===== src/rtl/data_memory_ctrl.sv =====
// Parametrised single-port synchronous data RAM with byte-lane writes, a read-valid strobe,
// an out-of-range error pulse and a clear-on-reset INIT sequence that zeroes every word.
module data_memory_ctrl #(
    parameter int DATA_WIDTH   = 8,
    parameter int ADDR_WIDTH   = 8,
    parameter int DEPTH        = 256,
    parameter int READ_LATENCY = 1
) (
    input  logic                      clk,
    input  logic                      rst_n,
    input  logic [ADDR_WIDTH-1:0]     adr,
    input  logic [DATA_WIDTH-1:0]     datain,
    input  logic [DATA_WIDTH/8-1:0]   be,
    input  logic                      w,
    input  logic                      r,
    output logic                      ready,
    output logic [DATA_WIDTH-1:0]     dataout,
    output logic                      rvalid,
    output logic                      err
);

    localparam int                    NB       = DATA_WIDTH / 8;
    localparam int                    IDX_W    = (DEPTH > 1) ? $clog2(DEPTH) : 1;
    localparam logic [ADDR_WIDTH:0]   DEPTH_W  = (ADDR_WIDTH + 1)'(DEPTH);
    localparam logic [IDX_W-1:0]      LAST_IDX = IDX_W'(DEPTH - 1);

    typedef enum logic {INIT, RUN} state_t;

    state_t                  r_state;
    state_t                  w_next_state;
    logic [IDX_W-1:0]        r_clr_cnt;
    logic [DATA_WIDTH-1:0]   r_mem [DEPTH];

    logic                    w_ready;
    logic                    w_in_range;
    logic                    w_accept_w;
    logic                    w_accept_r;
    logic                    w_wr_err;
    logic [IDX_W-1:0]        w_idx;
    logic [IDX_W-1:0]        w_rd_idx;
    logic [DATA_WIDTH-1:0]   w_rd_word;
    logic [DATA_WIDTH-1:0]   w_merged;
    logic [DATA_WIDTH-1:0]   w_rd_data;

    logic                    w_fin_valid;
    logic                    w_fin_err;
    logic [DATA_WIDTH-1:0]   w_fin_data;

    logic                    r_rvalid;
    logic                    r_err;
    logic [DATA_WIDTH-1:0]   r_dataout;

    // NOTE: every signal driven in always_comb gets a default first so no latch is inferred.
    always_comb begin
        w_next_state = r_state;
        w_ready      = 1'b0;
        case (r_state)
            INIT: if (r_clr_cnt == LAST_IDX) w_next_state = RUN;
            RUN:  w_ready = 1'b1;
            default: w_next_state = INIT;
        endcase
    end

    // NOTE: sequential state uses non-blocking assignments so all registers update together.
    always_ff @(posedge clk or negedge rst_n) begin
        if (!rst_n) begin
            r_state   <= INIT;
            r_clr_cnt <= '0;
        end else begin
            r_state <= w_next_state;
            if (r_state == INIT) r_clr_cnt <= r_clr_cnt + IDX_W'(1);
        end
    end

    assign w_in_range = ({1'b0, adr} < DEPTH_W);
    assign w_accept_w = w_ready && w;
    assign w_accept_r = w_ready && r;
    assign w_wr_err   = w_accept_w && !r && !w_in_range;
    assign w_idx      = adr[IDX_W-1:0];
    assign w_rd_idx   = w_in_range ? w_idx : '0;

    // Write-first: a simultaneous read returns the byte-merged word being written.
    always_comb begin
        w_rd_word = r_mem[w_rd_idx];
        w_merged  = w_rd_word;
        for (int i = 0; i < NB; i++) begin
            if (be[i]) w_merged[8*i +: 8] = datain[8*i +: 8];
        end
        w_rd_data = '0;
        if (w_in_range) w_rd_data = w_accept_w ? w_merged : w_rd_word;
    end

    // NOTE: the array has no reset; INIT zeroes it one word per clock instead.
    always_ff @(posedge clk) begin
        if (r_state == INIT) begin
            r_mem[r_clr_cnt] <= '0;
        end else if (w_accept_w && w_in_range) begin
            for (int i = 0; i < NB; i++) begin
                if (be[i]) r_mem[w_idx][8*i +: 8] <= datain[8*i +: 8];
            end
        end
    end

    generate
        if (READ_LATENCY == 2) begin : g_lat2
            logic                  r_p_valid;
            logic                  r_p_err;
            logic [DATA_WIDTH-1:0] r_p_data;

            always_ff @(posedge clk or negedge rst_n) begin
                if (!rst_n) begin
                    r_p_valid <= 1'b0;
                    r_p_err   <= 1'b0;
                    r_p_data  <= '0;
                end else begin
                    r_p_valid <= w_accept_r;
                    r_p_err   <= w_accept_r && !w_in_range;
                    r_p_data  <= w_rd_data;
                end
            end

            assign w_fin_valid = r_p_valid;
            assign w_fin_err   = r_p_err;
            assign w_fin_data  = r_p_data;
        end else begin : g_lat1
            assign w_fin_valid = w_accept_r;
            assign w_fin_err   = w_accept_r && !w_in_range;
            assign w_fin_data  = w_rd_data;
        end
    endgenerate

    always_ff @(posedge clk or negedge rst_n) begin
        if (!rst_n) begin
            r_rvalid  <= 1'b0;
            r_err     <= 1'b0;
            r_dataout <= '0;
        end else begin
            r_rvalid <= w_fin_valid;
            r_err    <= w_fin_err | w_wr_err;
            if (w_fin_valid) r_dataout <= w_fin_data;
        end
    end

    assign ready   = w_ready;
    assign rvalid  = r_rvalid;
    assign err     = r_err;
    assign dataout = r_dataout;

endmodule


===== config.mk =====
export PLATFORM = sky130hd
export DESIGN_NAME = data_memory_ctrl
export DESIGN_NICKNAME = d
export VERILOG_FILES = /design/src/rtl/data_memory_ctrl.sv
export SDC_FILE = /design/constraint.sdc
export NUM_CORES = 2
export LEC_CHECK = 0
export ABC_AREA = 1
export BUFFER_PORTS_ARGS = -buffer_cell sky130_fd_sc_hd__buf_2
export CAP_MARGIN = 5
export CORE_ASPECT_RATIO = 1.4
export CORE_MARGIN = 2
export CORE_UTILIZATION = 55
export DETAILED_ROUTE_END_ITERATION = 8
export PLACE_DENSITY = 0.8
export SETUP_SLACK_MARGIN = 0.4
export SLEW_MARGIN = 5
export SYNTH_ARGS = -nofsm -noshare
export SYNTH_HDL_FRONTEND = slang
export SYNTH_SLANG_ARGS = --single-unit

===== constraint.sdc =====
create_clock -name clk -period 9.4 [get_ports clk]
set_input_delay 2.35 -clock clk [delete_from_list [all_inputs] [get_ports clk]]
set_output_delay 2.35 -clock clk [all_outputs]
set_load 0.02 [all_outputs]

==> reports/qor.csv <==
metric,value,unit
status,"finished, final reports clean",
Rows,170,
Area Overhead vs Synth,7.70,%
largest net degree at the start of global routing,253,
reg2reg start,r_state,
Final Skew,42.2,ps
Max Freq,173,MHz
max_cap viols,0,
cell mode on critical path,nand3_1,
Crit. End Element,register,
Yosys reg bits,2066,
min-delay worst type,reg2reg,
Post-Syn Nets,7119,
CTS resizes,0,
Switch Pwr,3960,uW
share of total power in sequential cells,55.2,%
chip height,467,um
Pwr Total,18100,uW
CTS tree,built,
DRC errors left,0,
worst slew pin tran,1420,ps
Critical Path Start,adr[0],
vias in the first global route,55000,
initial antenna violation count,5,
HP Start,r_clr_cnt[7],
"Req. time, crit path",10140,ps
Final nets,6906,
Routed Antenna Nets,0,
clk root buf,clkbuf_16,
CP max FO,87,
IO Count,32,
crit-path cells,"buf_8, buf_4, buf_4, nand2_1, nand3_1, nand3_1, nand3_1, nand3_1, nand3_1, nand3_1, nand3_1, nand3_1, a21oi_1",
overall die width,335,um
vias per cell,6.30,
sw frac,21.9,%
"commonest non-fill, non-tap cell in the layout",nand2_1,
Synth Warn #,0,
setup TNS,0,ps
Detailed Route WL,223,mm
Min Hold Slack,527,ps
Routed WL per cell,24.8,um
most frequent cells in the layout,"nand2_1, edfxtp_1, nand3_1",
initial core utilization,55.2,%
Synth top area share,72.9,%
GP Congestion,0.919,
Vias,56800,
share of layout cells above drive strength 1,5.74,%
Setup CP Type,in2reg,
total track usage,28.3,%
Post-CTS Setup Inserts,0,
R2R Setup Slk,4930,ps
post-route minimum period,5790,ps
clock tree buffer depth,3,
VDD IR-drop max,186,uV
cell area power density,199,nW/um^2
library cells used by synthesis,34,
CP peak stage delay,850,ps
1st-pass router iterations,9,
H-Tree Level Count,4,
post-DP HPWL,124,mm
Static Leakage,0.0302,uW
Yosys top cell by area,edfxtp_1,
Port Buf Inserts,30,
critical path arrival,6530,ps
Die ar.,157000,sq um
clk_lat worst skew,820,ps
# hold bufs at CTS,0,
Post-Synthesis Cells,7097,
clk sink count,2066,
"slowest stage cell, crit path",buf_4,
synthesized area,84300,sq um
grt ovf,0,
sequential share of the synthesized area,73.5,%
Max Slew Vio Count,0,
Final Cycle Share,61.6,%
total CTS buffers,170,
Syn Area/Cell,11.9,sq um
startpoint types,input pin,
RSZ-0062 raised after global routing,no,
Final Hold Violating Endpoints,0,
Internal,14100,uW
final setup fails,0,
core area,153000,sq um
Clock transition at path regs,70,ps
Area contributors post-synth,"edfxtp_1, nand3_1, nand2_1",
Slew headroom,5.37,%
first-pass GRT wire length,333,mm
power share of the clock group,39.4,%
First DRT Iteration DRCs,8741,
combinational power share,5.4,%
[power groups by stage]
stage          clock network [uW]  registers (uW)  logic, uW
6_report                     7120            9960        973
5_1_grt                      7460            9950       1050
4_1_cts                      7120            9960        944
3_5_place_dp                    0           10200        934
3_3_place_gp                    0           10200        910
2_1_floorplan                   0           10200        659
[critical path, delay by kind of cell]
kind / cells / cell delay (ps)
AOI/OAI and AO/OA: 1 / 180
buffers and inverters: 3 / 1920
and+or+nand+nor: 9 / 1930
[final timing paths]
kind                                     end  cells past startpoint
worst max-delay path              dataout[1]                     13
worst min-delay path            r_clr_cnt[7]                      2
worst max register to register  r_mem[40][2]                      8
worst min register to register  r_clr_cnt[7]                      2
max in group asynchronous         dataout[5]                      1
min in group asynchronous         dataout[7]                      1
[cell usage after synthesis]
cell      number
xnor2_1        2
inv_4          1
nand3_1     2042
a21oi_1        8
nand4_1        2
nor3_4         1
nand3_2        1
buf_2        276
inv_1         49
nor2_4         5
buf_4         57
buf_8          1
clkbuf_1      81
o21ai_1        3
o21ai_0        2
nor2_1       307
dfrtp_1       18
or2_2          2
xor2_1         4
conb_1         1
o21ai_4        2
nand3_4        1
or2_1          2
clkinv_1       1
ha_1           1
nor2_2         2
o21ai_2        3
buf_1         52
nand2_2       15
nor3_1         2
buf_6         20
nand2_1     2076
edfxtp_1    2048
inv_2          9
[state kept, by name, indices dropped and copies added, names as in the netlist]
signal,cells
r_mem,2048
dataout,8
r_clr_cnt,8
r_state,1
rvalid,1
[layer usage]
metal,track usage (%),vias to the layer above,wire (um)
met5,0,-,57
met4,19.5,6,17100
met3,5.47,823,25000
met2,45.4,4189,107000
met1,34.9,27100,74200
li1,-,24700,-
[through the flow]
step                      setup WS (ps)  cell area, sq um  utilization, %  std cells
after floorplan                    -791             84300               -       7097
after global placement             3260             85300            55.8       8690
after detailed placement           3160             85300            55.8       8690
after CTS                          3990             90800            59.5       9003
after global routing               3460             90800            59.5       9004
final                              3610             90800            59.5       9006
[cells by family (layout without fill, tap and decap cells)]
| kind of cell | after synthesis | in the layout | synth area share [%] |
|---|---|---|---|
| other | 1 | 4 | 0.00445 |
| buffers and inverters | 547 | 475 | 3.29 |
| DFF | 2066 | 2066 | 73.5 |
| xor gates and xnor gates | 6 | 6 | 0.0623 |
| AOI/OAI and AO/OA | 18 | 18 | 0.147 |
| adders and majority gates | 1 | 1 | 0.0148 |
| and+or+nand+nor | 4458 | 4458 | 23.0 |
[final cells by class]
class                   count  area [sq um]
diodes                      3          7.51
clock buffers             202          4460
well taps                1978          2470
repair buffers            102           935
clock inverters           111          1070
flip-flops and latches   2066         61900
inverters                  60           260
fillers                 11100         61900
multi-input cells        4484         19700
(Power assumes the default switching activity.)
